$ cat src/rtl/control_sequencer_pkg.sv
// Shared definitions for the hardwired control sequencer: opcodes, state encoding,
// ALU codes and control-vector bit positions.
package control_sequencer_pkg;

    localparam logic [4:0] INC_CODE = 5'b11111;
    localparam logic [4:0] ADD_CODE = 5'b00011;
    localparam logic [4:0] AND_CODE = 5'b00101;
    localparam logic [4:0] OR_CODE  = 5'b00110;

    localparam logic [4:0] OP_LD   = 5'b00000;
    localparam logic [4:0] OP_LDI  = 5'b00001;
    localparam logic [4:0] OP_ST   = 5'b00010;
    localparam logic [4:0] OP_ADD  = 5'b00011;
    localparam logic [4:0] OP_SUB  = 5'b00100;
    localparam logic [4:0] OP_AND  = 5'b00101;
    localparam logic [4:0] OP_OR   = 5'b00110;
    localparam logic [4:0] OP_ADDI = 5'b01100;
    localparam logic [4:0] OP_ANDI = 5'b01101;
    localparam logic [4:0] OP_ORI  = 5'b01110;
    localparam logic [4:0] OP_BR   = 5'b10011;
    localparam logic [4:0] OP_JR   = 5'b10100;
    localparam logic [4:0] OP_IN   = 5'b10110;
    localparam logic [4:0] OP_OUT  = 5'b10111;
    localparam logic [4:0] OP_NOP  = 5'b11010;
    localparam logic [4:0] OP_HALT = 5'b11011;

    typedef enum logic [3:0] {
        S_T0, S_T1, S_T2, S_T3, S_T4, S_T5, S_T6, S_T7, S_HALT
    } state_t;

    typedef enum logic [3:0] {
        C_ALU3, C_IMM, C_LDI, C_LD, C_ST, C_BR, C_JR, C_IN, C_OUT, C_NOP, C_HALT, C_ILL
    } op_class_t;

    // reg_in = {HiIn, LoIn, ZIn, PCIn, MDRIn, MARIn, YIn, OPortIn, IRIn}
    localparam int RI_HI   = 8;
    localparam int RI_LO   = 7;
    localparam int RI_Z    = 6;
    localparam int RI_PC   = 5;
    localparam int RI_MDR  = 4;
    localparam int RI_MAR  = 3;
    localparam int RI_Y    = 2;
    localparam int RI_OPORT = 1;
    localparam int RI_IR   = 0;

    // bus_out = {HiOut, LoOut, ZHiOut, ZLoOut, PCOut, MDROut, IPortOut, COut}
    localparam int BO_HI    = 7;
    localparam int BO_LO    = 6;
    localparam int BO_ZHI   = 5;
    localparam int BO_ZLO   = 4;
    localparam int BO_PC    = 3;
    localparam int BO_MDR   = 2;
    localparam int BO_IPORT = 1;
    localparam int BO_C     = 0;

    // rsel = {Gra, Grb, Grc, RIn, ROut, BAOut}
    localparam int RS_GRA  = 5;
    localparam int RS_GRB  = 4;
    localparam int RS_GRC  = 3;
    localparam int RS_RIN  = 2;
    localparam int RS_ROUT = 1;
    localparam int RS_BA   = 0;

endpackage

$ cat src/rtl/control_sequencer_opcode_class.sv
// Opcode decoder: groups opcodes into execute-sequence classes and picks the ALU code
// used by that sequence's arithmetic step.
module control_sequencer_opcode_class
    import control_sequencer_pkg::*;
(
    input  logic [4:0] i_opcode,
    output op_class_t  o_class,
    output logic [4:0] o_alu_code
);

    always_comb begin
        o_class    = C_ILL;
        o_alu_code = 5'b00000;
        case (i_opcode)
            OP_ADD, OP_SUB, OP_AND, OP_OR: begin
                o_class    = C_ALU3;
                o_alu_code = i_opcode;
            end
            OP_ADDI: begin o_class = C_IMM; o_alu_code = ADD_CODE; end
            OP_ANDI: begin o_class = C_IMM; o_alu_code = AND_CODE; end
            OP_ORI:  begin o_class = C_IMM; o_alu_code = OR_CODE;  end
            OP_LDI:  begin o_class = C_LDI; o_alu_code = ADD_CODE; end
            OP_LD:   begin o_class = C_LD;  o_alu_code = ADD_CODE; end
            OP_ST:   begin o_class = C_ST;  o_alu_code = ADD_CODE; end
            OP_BR:   begin o_class = C_BR;  o_alu_code = ADD_CODE; end
            OP_JR:   o_class = C_JR;
            OP_IN:   o_class = C_IN;
            OP_OUT:  o_class = C_OUT;
            OP_NOP:  o_class = C_NOP;
            OP_HALT: o_class = C_HALT;
            default: o_class = C_ILL;
        endcase
    end

endmodule

$ cat src/rtl/control_sequencer.sv
// Hardwired Moore control unit: three-step fetch, opcode decode in T3, then the
// per-class execute sequence. Outputs decode from the state register and IR.
module control_sequencer
    import control_sequencer_pkg::*;
(
    input  logic        clock,
    input  logic        clear,
    input  logic [31:0] ir,
    input  logic        con_ff,
    output logic [8:0]  reg_in,
    output logic [7:0]  bus_out,
    output logic [5:0]  rsel,
    output logic        conin,
    output logic        memread,
    output logic        memwrite,
    output logic [4:0]  alu_code,
    output logic        run,
    output logic        illegal
);

    state_t    r_state;
    state_t    w_next;
    op_class_t w_class;
    logic [4:0] w_alu;
    logic      w_unused_ir;

    assign w_unused_ir = ^ir[26:0];

    control_sequencer_opcode_class u_opcode_class (
        .i_opcode   (ir[31:27]),
        .o_class    (w_class),
        .o_alu_code (w_alu)
    );

    always_ff @(posedge clock or negedge clear) begin
        if (!clear) r_state <= S_T0;
        else        r_state <= w_next;
    end

    always_comb begin
        w_next = S_T0;
        case (r_state)
            S_T0: w_next = S_T1;
            S_T1: w_next = S_T2;
            S_T2: w_next = S_T3;
            S_T3: begin
                case (w_class)
                    C_ALU3, C_IMM, C_LDI, C_LD, C_ST, C_BR: w_next = S_T4;
                    C_HALT:                                 w_next = S_HALT;
                    default:                                w_next = S_T0;
                endcase
            end
            S_T4: w_next = S_T5;
            S_T5: w_next = (w_class == C_LD || w_class == C_ST || w_class == C_BR) ? S_T6 : S_T0;
            S_T6: w_next = (w_class == C_LD || w_class == C_ST) ? S_T7 : S_T0;
            S_T7: w_next = S_T0;
            S_HALT: w_next = S_HALT;
            default: w_next = S_T0;
        endcase
    end

    always_comb begin
        reg_in   = '0;
        bus_out  = '0;
        rsel     = '0;
        conin    = 1'b0;
        memread  = 1'b0;
        memwrite = 1'b0;
        alu_code = 5'b00000;
        run      = 1'b1;
        illegal  = 1'b0;
        case (r_state)
            S_T0: begin
                bus_out[BO_PC] = 1'b1;
                reg_in[RI_MAR] = 1'b1;
                reg_in[RI_Z]   = 1'b1;
                alu_code       = INC_CODE;
            end
            S_T1: begin
                bus_out[BO_ZLO] = 1'b1;
                reg_in[RI_PC]   = 1'b1;
                reg_in[RI_MDR]  = 1'b1;
                memread         = 1'b1;
            end
            S_T2: begin
                bus_out[BO_MDR] = 1'b1;
                reg_in[RI_IR]   = 1'b1;
            end
            S_T3: begin
                case (w_class)
                    C_ALU3, C_IMM: begin
                        rsel[RS_GRB] = 1'b1; rsel[RS_ROUT] = 1'b1; reg_in[RI_Y] = 1'b1;
                    end
                    C_LDI, C_LD, C_ST: begin
                        rsel[RS_GRB] = 1'b1; rsel[RS_BA] = 1'b1; reg_in[RI_Y] = 1'b1;
                    end
                    C_BR: begin
                        rsel[RS_GRA] = 1'b1; rsel[RS_ROUT] = 1'b1; conin = 1'b1;
                    end
                    C_JR: begin
                        rsel[RS_GRA] = 1'b1; rsel[RS_ROUT] = 1'b1; reg_in[RI_PC] = 1'b1;
                    end
                    C_IN: begin
                        bus_out[BO_IPORT] = 1'b1; rsel[RS_GRA] = 1'b1; rsel[RS_RIN] = 1'b1;
                    end
                    C_OUT: begin
                        rsel[RS_GRA] = 1'b1; rsel[RS_ROUT] = 1'b1; reg_in[RI_OPORT] = 1'b1;
                    end
                    C_ILL:   illegal = 1'b1;
                    default: ;
                endcase
            end
            S_T4: begin
                case (w_class)
                    C_ALU3: begin
                        rsel[RS_GRC] = 1'b1; rsel[RS_ROUT] = 1'b1;
                        reg_in[RI_Z] = 1'b1; alu_code = w_alu;
                    end
                    C_IMM, C_LDI, C_LD, C_ST: begin
                        bus_out[BO_C] = 1'b1; reg_in[RI_Z] = 1'b1; alu_code = w_alu;
                    end
                    C_BR: begin
                        bus_out[BO_PC] = 1'b1; reg_in[RI_Y] = 1'b1;
                    end
                    default: ;
                endcase
            end
            S_T5: begin
                case (w_class)
                    C_ALU3, C_IMM, C_LDI: begin
                        bus_out[BO_ZLO] = 1'b1; rsel[RS_GRA] = 1'b1; rsel[RS_RIN] = 1'b1;
                    end
                    C_LD, C_ST: begin
                        bus_out[BO_ZLO] = 1'b1; reg_in[RI_MAR] = 1'b1;
                    end
                    C_BR: begin
                        bus_out[BO_C] = 1'b1; reg_in[RI_Z] = 1'b1; alu_code = w_alu;
                    end
                    default: ;
                endcase
            end
            S_T6: begin
                case (w_class)
                    C_LD: begin
                        memread = 1'b1; reg_in[RI_MDR] = 1'b1;
                    end
                    C_ST: begin
                        rsel[RS_GRA] = 1'b1; rsel[RS_ROUT] = 1'b1; reg_in[RI_MDR] = 1'b1;
                    end
                    // Branch taken only when the condition latched in T3 is true
                    C_BR: begin
                        bus_out[BO_ZLO] = con_ff; reg_in[RI_PC] = con_ff;
                    end
                    default: ;
                endcase
            end
            S_T7: begin
                case (w_class)
                    C_LD: begin
                        bus_out[BO_MDR] = 1'b1; rsel[RS_GRA] = 1'b1; rsel[RS_RIN] = 1'b1;
                    end
                    C_ST:    memwrite = 1'b1;
                    default: ;
                endcase
            end
            S_HALT:  run = 1'b0;
            default: ;
        endcase
        // Reset gates every strobe immediately so no partial write slips out
        if (!clear) begin
            reg_in   = '0;
            bus_out  = '0;
            rsel     = '0;
            conin    = 1'b0;
            memread  = 1'b0;
            memwrite = 1'b0;
            alu_code = 5'b00000;
            run      = 1'b1;
            illegal  = 1'b0;
        end
    end

endmodule
$ cat config.mk
export PLATFORM = sky130hd
export DESIGN_NAME = control_sequencer
export DESIGN_NICKNAME = d
export VERILOG_FILES = /design/src/rtl/control_sequencer_pkg.sv /design/src/rtl/control_sequencer_opcode_class.sv /design/src/rtl/control_sequencer.sv
export SDC_FILE = /design/constraint.sdc
export NUM_CORES = 1
export LEC_CHECK = 0
export CAP_MARGIN = 5
export CORE_UTILIZATION = 37
export CTS_CLUSTER_SIZE = 24
export DETAILED_ROUTE_END_ITERATION = 7
export PLACE_DENSITY = 0.79
export SYNTH_ARGS = -nofsm -noshare
export SYNTH_HDL_FRONTEND = slang
export SYNTH_SLANG_ARGS = --single-unit
$ cat constraint.sdc
create_clock -name clock -period 4.2 [get_ports clock]
set_clock_uncertainty 0.2 [all_clocks]
set_input_delay 1.26 -clock clock [delete_from_list [all_inputs] [get_ports clock]]
set_output_delay 1.26 -clock clock [all_outputs]
set_load 0.01 [all_outputs]
==> out/metrics.sh, run 1 <==
GRT-OVFL-TOTAL=0
DR.PASS1.ITERS=4
TOTAL_WIRELENGTH_OF_THE_DETAILED_ROUTED_DESIGN_UM=3830
FIRST_GLOBAL_VIAS=1327
FINALNETCOUNT=274
DETAIL-ROUTE-ANTENNA-NETS=0
ROUTE.VIAS.TOTAL=1513
MIN_PATH_TYPE='reg2reg'
GP_ROUTABILITY_CONGESTION=0.966
HOLDPATHSTAGES=1
TIMING.CRITICAL_PATH.REQUIRED_NS=2.74
FIN_TNS_SETUP_NS=0
CRITICAL_PATH.MAX_FANOUT=2
CTS_BUFFERS=3
PERIOD_MINUS_SLACK_NS=4.18
WORST_EP_ARRIVAL_TIME_NS=2.72
DIE_Y_UM=55.8
POSTSYNTH.TOPFLOPCELL='sky130_fd_sc_hd__dfrtp_1'
POST_SYNTHESIS_AVERAGE_CELL_AREA_UM2=6.60
CRIT_SLOWEST_CELL='sky130_fd_sc_hd__or3_4'
MAX_FLOP_REGISTER='r_state'
FF2FF_PATH_DEPTH=3
CTSLONGESTPATHBUFFERS=2
SYN_AREA_UM2=1070
CRITPATHCAPTURE='rsel[2]'
SYNTH_CELLS=162
POST_ROUTE_CELLS_DRIVE_ABOVE_1_SHARE=0.392
MAX_SLEW.WORST_PIN.SLEW_NS=0.583
MIN_PERIOD_OVER_PERIOD=0.996
DIE_X_UM=55.8
ROWS=19
REGTOREGSETUPSLACK_NS=2.32
SETUP.WORST_PATH.END_CLASS='output port'
YS_ASYNC_SR_FRACTION=1.00
REG2REG_FROM='r_state[3]'
GR-USAGE-ALL-LAYERS=0.236
TIMING_MAX_TRANSITION_VIOLATIONS_FINAL=0
ACHIEVABLE-FREQUENCY_GHz=0.239
CORE_AREA_UM2=2760
CRIT_CHAIN='dlygate4sd2_1, or3b_4, or2_1, or3_4, nand3_1, buf_2'
INITIAL_CELL_DENSITY_OF_THE_CORE=0.388
RSZ0062_AT_GRT='true'
NETLIST-CELL-TYPE-COUNT=53
AREAGROWTHSYNTHTOFINISH_PCT=69.8
SETUP_WS_NS=0.0152
YS.WARNINGS.COUNT=0
POSTSYNTHREGISTERBITS=4
SYNTH_SEQUENTIAL_AREA_RATIO=0.0936
REG_TOP3='r_state x4'
IR_DROP_mV=0.514
NUMBER_OF_ANTENNA_VIOLATIONS_AT_THE_FIRST_CHECK_IN_GLOBAL_ROUTING=0
DRT_ITER0_MARKERS=44
HPWLAFTERDP_UM=2740
CTS_TREE='built'
TIMING.FINAL.SETUP_VIOLATIONS=0
BOUNDARYPINS=68
PIN_COUNT_OF_THE_BIGGEST_NET_ENTERING_GLOBAL_ROUTING=21
DESIGN_POWER_TOTAL_mW=0.593
WORST_FLOP_TO_FLOP_PATH_ENDPOINT='r_state[2]'
TRITONCTS_NUM_SINKS=4
LARGEST_REGISTER_FF_COUNT=4
ROOT_BUFFER='sky130_fd_sc_hd__clkbuf_4'
DRC_MARKERS=0
RUN_STATUS='complete, no violations'
IO_BUFFER_COUNT=35
CTS_HOLD_BUF=0
PATH_CLK_SLEW_NS=0.03
DIE-AREA_UM2=3110
VIAS_PER_CELL=5.65
MAXCAPVIOLATIONS=0
PWR_DENSITY_CELL_nW_PER_UM2=327
PLACEMENT.SETUP.WORST_SLACK_NS=-0.635
HTREEDEPTH=1
CP-STARTPOINT='clear'
TIMING.SLEW.HEADROOM=0.611
WS_PATH_TYPE='in2out'
SYNTH-EDFF-COUNT=0
FINAL_HOLD_VIOL_COUNT=0
FIRST_PASS_GRT_WIRE_LENGTH_UM=6020
CLKLATENCYLATEPIN_NS=0.22
ROUTED_WIRE_LENGTH_PER_INSTANCE_UM=14.3
P_LEAK_nW=0.897
CRITICAL_PATH.MAX_STAGE_DELAY_NS=0.40
WORST_SETUP_PATH_START_KIND='primary input'
N_ANTENNA_CELL=0
metal layers:
layer / up-vias / part of all wire / routed length [µm] / GRT usage
met2: 55 / 0.50 / 1900 / 0.399
met5: - / 0 / 0 / 0
li1: 740 / - / - / -
met1: 714 / 0.44 / 1680 / 0.324
met3: 4 / 0.057 / 217 / 0.0233
met4: 0 / 0.0094 / 36 / 0.0500
per-stage QoR:
step                hold WS (ns)  area, µm²  utilization  std cells
floorplan                  0.553       1080            -        166
global placement           0.446       1690        0.612        255
detailed placement         0.470       1690        0.612        255
CTS                        0.476       1780        0.646        266
global route               0.517       1820        0.659        268
finish                     0.496       1820        0.659        268
what timing repair did:
action                     CTS  global route
resized for setup           72            26
buffers inserted             8             2
pin swaps                    9             6
setup endpoints to repair   27            11
worst min-delay path by stage:
| stage | from | slack [ns] | to |
|---|---|---|---|
| floorplan | r_state[3] | 0.55 | r_state[1] |
| global placement | r_state[0] | 0.45 | r_state[0] |
| detailed placement | r_state[0] | 0.47 | r_state[0] |
| CTS | r_state[0] | 0.48 | r_state[0] |
| global route | r_state[0] | 0.52 | r_state[0] |
| finish | r_state[0] | 0.50 | r_state[0] |
synth_stat cells (4+ instances only):
cell type,count,area [µm²]
sky130_fd_sc_hd__a211oi_1,4,30.0
sky130_fd_sc_hd__a21oi_1,7,35.0
sky130_fd_sc_hd__buf_2,4,20.0
sky130_fd_sc_hd__buf_4,5,37.5
sky130_fd_sc_hd__clkbuf_1,10,37.5
sky130_fd_sc_hd__dfrtp_1,4,100
sky130_fd_sc_hd__inv_1,7,26.3
sky130_fd_sc_hd__nand2_1,12,45.0
sky130_fd_sc_hd__nand2b_1,5,31.3
sky130_fd_sc_hd__nand3_1,11,55.1
sky130_fd_sc_hd__nand3b_1,4,30.0
sky130_fd_sc_hd__nor2_1,15,56.3
sky130_fd_sc_hd__nor2b_1,6,37.5
sky130_fd_sc_hd__nor3_1,6,30.0
sky130_fd_sc_hd__o21a_1,4,30.0
sky130_fd_sc_hd__o21ai_0,5,25.0
cell type report:
class,instances,area (µm²)
Clock buffer,3,22.5
Inverter,7,26.3
Timing Repair Buffer,89,699
Multi-Input combinational cell,134,930
Fill cell,251,941
Tap cell,31,38.8
Sequential cell,4,100
critical path, delay by kind of cell:
family | cells | cell delay (ns)
simple gates | 4 | 1.12
buf+inv | 2 | 0.34
report_power, final:
| part | switching [mW] | total, mW | internal, mW | leakage, nW |
|---|---|---|---|---|
| Sequential | 0.0463 | 0.0986 | 0.0523 | 0.0514 |
| Combinational | 0.229 | 0.451 | 0.222 | 0.832 |
| Clock | 0.0123 | 0.0440 | 0.0317 | 0.0138 |
layout by cell type, fill, tap and decap left out, types with 2 or more instances in the layout:
master,Yosys,final
sky130_fd_sc_hd__a22oi_1,2,2
sky130_fd_sc_hd__clkdlybuf4s50_1,0,4
sky130_fd_sc_hd__buf_4,5,48
sky130_fd_sc_hd__inv_1,7,7
sky130_fd_sc_hd__nand3_1,11,9
sky130_fd_sc_hd__o22ai_1,2,2
sky130_fd_sc_hd__clkbuf_2,0,5
sky130_fd_sc_hd__a21oi_2,1,3
sky130_fd_sc_hd__nor3_1,6,5
sky130_fd_sc_hd__o21bai_1,2,2
sky130_fd_sc_hd__clkbuf_4,0,3
sky130_fd_sc_hd__buf_6,2,6
sky130_fd_sc_hd__nor2_2,0,2
sky130_fd_sc_hd__a21oi_1,7,5
sky130_fd_sc_hd__a21boi_1,2,2
sky130_fd_sc_hd__o21a_1,4,4
sky130_fd_sc_hd__nand2_1,12,12
sky130_fd_sc_hd__clkdlybuf4s15_1,0,2
sky130_fd_sc_hd__nand3_2,0,2
sky130_fd_sc_hd__nor3b_1,2,2
sky130_fd_sc_hd__nand2b_1,5,5
sky130_fd_sc_hd__nand4bb_1,2,2
sky130_fd_sc_hd__a211oi_1,4,4
sky130_fd_sc_hd__nand3b_1,4,4
sky130_fd_sc_hd__buf_2,4,8
sky130_fd_sc_hd__o211ai_1,3,3
sky130_fd_sc_hd__and3_4,0,2
sky130_fd_sc_hd__nand4b_1,2,2
sky130_fd_sc_hd__dfrtp_1,4,4
sky130_fd_sc_hd__and3b_1,2,2
sky130_fd_sc_hd__nor2_1,15,12
sky130_fd_sc_hd__nor2b_1,6,5
sky130_fd_sc_hd__dlygate4sd2_1,0,14
sky130_fd_sc_hd__o21ai_0,5,5
sky130_fd_sc_hd__conb_1,1,5
cell families (layout without fill, tap and decap cells):
| kind of cell | count (synthesis) | in the layout | share of synthesized area |
|---|---|---|---|
| and+or+nand+nor | 82 | 82 | 0.455 |
| other | 1 | 5 | 0.00351 |
| xor gates and xnor gates | 1 | 1 | 0.00819 |
| AOI/OAI and AO/OA | 46 | 46 | 0.305 |
| DFF | 4 | 4 | 0.0936 |
| buffers and inverters | 28 | 99 | 0.135 |
(Power assumes the default switching activity.)
==> run 2: changes to the inputs <==
--- a/config.mk
+++ b/config.mk
@@ -10,6 +10,7 @@
 export CTS_CLUSTER_SIZE = 24
 export DETAILED_ROUTE_END_ITERATION = 7
 export PLACE_DENSITY = 0.79
+export SKIP_LAST_GASP = 1
 export SYNTH_ARGS = -nofsm -noshare
 export SYNTH_HDL_FRONTEND = slang
 export SYNTH_SLANG_ARGS = --single-unit
==> run 2 against run 1 <==
  * The flow now finishes with violations (setup timing)
  * Cell count unchanged
  * Count of clock-buffer cells in the layout unchanged
  * Clock power about the same
  * Register-to-register slack worse by 0.02 ns
  * Critical path depth up 2
  * Global-route usage down 0.24 points
  * Utilization down 0.23 points
  * Worst setup slack worse by 0.039 ns
  * Largest power group unchanged
  * Highest routed layer unchanged
==> out/metrics.sh, run 2 (synthesis results as in run 1) <==
DR.PASS1.ITERS=4  # unchanged
CTS_TREE='built'  # unchanged
MAXCAPVIOLATIONS=0  # unchanged
DIE_Y_UM=55.8  # unchanged
DIE-AREA_UM2=3110  # unchanged
ROOT_BUFFER='sky130_fd_sc_hd__clkbuf_4'  # unchanged
NUMBER_OF_ANTENNA_VIOLATIONS_AT_THE_FIRST_CHECK_IN_GLOBAL_ROUTING=0  # unchanged
TOTAL_WIRELENGTH_OF_THE_DETAILED_ROUTED_DESIGN_UM=3880  # was 3830 µm
HTREEDEPTH=1  # unchanged
LAYOUT_COMMONEST_CELL='sky130_fd_sc_hd__buf_4'  # unchanged
FINAL_HOLD_VIOL_COUNT=0  # unchanged
GRT-OVFL-TOTAL=0  # unchanged
SETUP.WORST_PATH.END_CLASS='output port'  # unchanged
AREAGROWTHSYNTHTOFINISH_PCT=69.2  # was 69.8%
HPWLAFTERDP_UM=2740  # unchanged
CORE_AREA_UM2=2760  # unchanged
PATH_DELAY_FAMILY='buffers and inverters'  # was simple AND/OR/NAND/NOR gates
MIN_PERIOD_OVER_PERIOD=1.01  # was 0.996
WORST_EP_ARRIVAL_TIME_NS=2.76  # was 2.72 ns
PWR_DENSITY_CELL_nW_PER_UM2=327  # about the same
VIAS_PER_CELL=5.66  # was 5.65
TIMING.FINAL.SETUP_VIOLATIONS=1  # was 0
DETAIL-ROUTE-ANTENNA-NETS=0  # unchanged
DRC_MARKERS=0  # unchanged
N_ANTENNA_CELL=0  # unchanged
BOUNDARYPINS=68  # unchanged
MAX_SLEW.WORST_PIN.SLEW_NS=0.594  # was 0.583 ns
PLACEDINSTANCEAREA_UM2=1690  # unchanged
TIMING.SLEW.HEADROOM=0.604  # was 0.611
MIN_PATH_TYPE='reg2reg'  # unchanged
FINALCOREUTILIZATION=0.657  # was 0.659
CP_NUM_BUF_INV=4  # was 2
CTS_HOLD_BUF=0  # unchanged
CTS_BUFFERS=3  # unchanged
IR_DROP_mV=0.513  # was 0.514 mV
FIRST_GLOBAL_VIAS=1321  # was 1327
SETUP_WS_NS=-0.0236  # was 0.0152 ns
CRIT_CHAIN='clkdlybuf4s15_2, buf_4, nand3_1, nand3_2, o221ai_2, buf_4, a21boi_1, dlygate4sd2_1'  # was dlygate4sd2_1, or3b_4, or2_1, or3_4, nand3_1, buf_2
WORST_SETUP_PATH_START_KIND='primary input'  # unchanged
GP_ROUTABILITY_CONGESTION=0.966  # unchanged
FIRST_PASS_GRT_WIRE_LENGTH_UM=5980  # was 6020 µm
ACHIEVABLE-FREQUENCY_GHz=0.237  # was 0.239 GHz
POST_ROUTE_CELLS_DRIVE_ABOVE_1_SHARE=0.380  # was 0.392
GR-USAGE-ALL-LAYERS=0.233  # was 0.236
PATH_CLK_SLEW_NS=0.03  # about the same
CRIT_SLOWEST_CELL='sky130_fd_sc_hd__dlygate4sd2_1'  # was sky130_fd_sc_hd__or3_4
PIN_COUNT_OF_THE_BIGGEST_NET_ENTERING_GLOBAL_ROUTING=21  # unchanged
CRITICAL_PATH.MAX_FANOUT=7  # was 2
CTSLONGESTPATHBUFFERS=2  # unchanged
CRIT_TOP_CELL='sky130_fd_sc_hd__buf_4'
MAX_FLOP_REGISTER='r_state'  # unchanged
CRITICAL_PATH.MAX_STAGE_DELAY_NS=0.27  # was 0.40 ns
LAYOUT.CELLS.MOST_COMMON_LIST='sky130_fd_sc_hd__buf_4, sky130_fd_sc_hd__dlygate4sd2_1, sky130_fd_sc_hd__nand2_1, sky130_fd_sc_hd__nor2_1, sky130_fd_sc_hd__nand3_1'  # unchanged
TIMING.CRITICAL_PATH.REQUIRED_NS=2.74  # about the same
FAILED_CHECKS='setup timing'
RSZ0062_AT_GRT='true'  # unchanged
P_LEAK_nW=0.897  # about the same
FILLER_CELL_COUNT=248  # was 251
RUN_STATUS='complete, but fails checks'  # was complete, no violations
ROWS=19  # unchanged
WS_PATH_TYPE='in2out'  # unchanged
TRITONCTS_NUM_SINKS=4  # unchanged
CLKLATENCYLATEPIN_NS=0.22  # about the same
REG_TOP3='r_state x4'  # unchanged
ROUTED_WIRE_LENGTH_PER_INSTANCE_UM=14.5  # was 14.3 µm
DIE_X_UM=55.8  # unchanged
INITIAL_CELL_DENSITY_OF_THE_CORE=0.388  # unchanged
LARGEST_REGISTER_FF_COUNT=4  # unchanged
IO_BUFFER_COUNT=35  # unchanged
TIMING_MAX_TRANSITION_VIOLATIONS_FINAL=0  # unchanged
FINALNETCOUNT=274  # unchanged
DRT_ITER0_MARKERS=61  # was 44
PERIOD_MINUS_SLACK_NS=4.22  # was 4.18 ns
ROUTE.VIAS.TOTAL=1518  # was 1513
FINAL_AREA_UM2=1810  # was 1820 µm²
## run 2: where the power goes
group	switching [mW]	internal [mW]	total, mW	leakage, nW
clock	0.0123	0.0317	0.0440	0.0138
combinational	0.230	0.221	0.451	0.832
sequential	0.0459	0.0524	0.0982	0.0514
total	0.288	0.305	0.593	0.897
## run 2: repair_timing
item | in CTS | in global routing
gates resized for setup | 70 | 23
buffers inserted | 8 | 2
endpoints found under the setup margin | 27 | 10
endpoints found under the hold margin | 0 | 0
pin swaps | 9 | 5
## run 2: layout make-up
class                           count  area [µm²]  share of cell area
Inverter                            7        26.3              0.0145
Multi-Input combinational cell    134         923               0.510
Tap cell                           31        38.8              0.0214
Sequential cell                     4         100              0.0553
Timing Repair Buffer               89         699               0.386
Clock buffer                        3        22.5              0.0124
## run 2: final timing paths
kind                            startpoint           to  slack (ns)  cells past startpoint
worst max register to register  r_state[3]   r_state[2]        2.30                      3
worst max-delay path                ir[29]  alu_code[1]       -0.02                      8
worst min-delay path            r_state[0]   r_state[0]        0.49                      1
max in group asynchronous            clear   r_state[3]        2.69                      3
min in group asynchronous            clear   r_state[0]        0.97                      3
worst min register to register  r_state[0]   r_state[0]        0.49                      1
## run 2: metrics by stage
| step | power [mW] | hold WS, ns | TNS (ns) | instances | setup slack (ns) |
|---|---|---|---|---|---|
| finish | 0.593 | 0.487 | -0.0236 | 268 | -0.0236 |
| global route | 0.633 | 0.517 | -0.275 | 268 | -0.0809 |
| CTS | 0.571 | 0.476 | -0.0877 | 266 | -0.0505 |
| detailed placement | 0.532 | 0.470 | -12.56 | 255 | -0.635 |
| global placement | 0.525 | 0.446 | -12.53 | 255 | -0.637 |
| floorplan | 0.339 | 0.553 | 0 | 166 | 0.246 |
## run 2: layer usage
metal	vias to the layer above	wire length (µm)	track usage
met3	4	248	0.0209
met2	61	1900	0.399
met4	0	42	0.0393
li1	737	-	-
met1	716	1690	0.322
met5	-	0	0
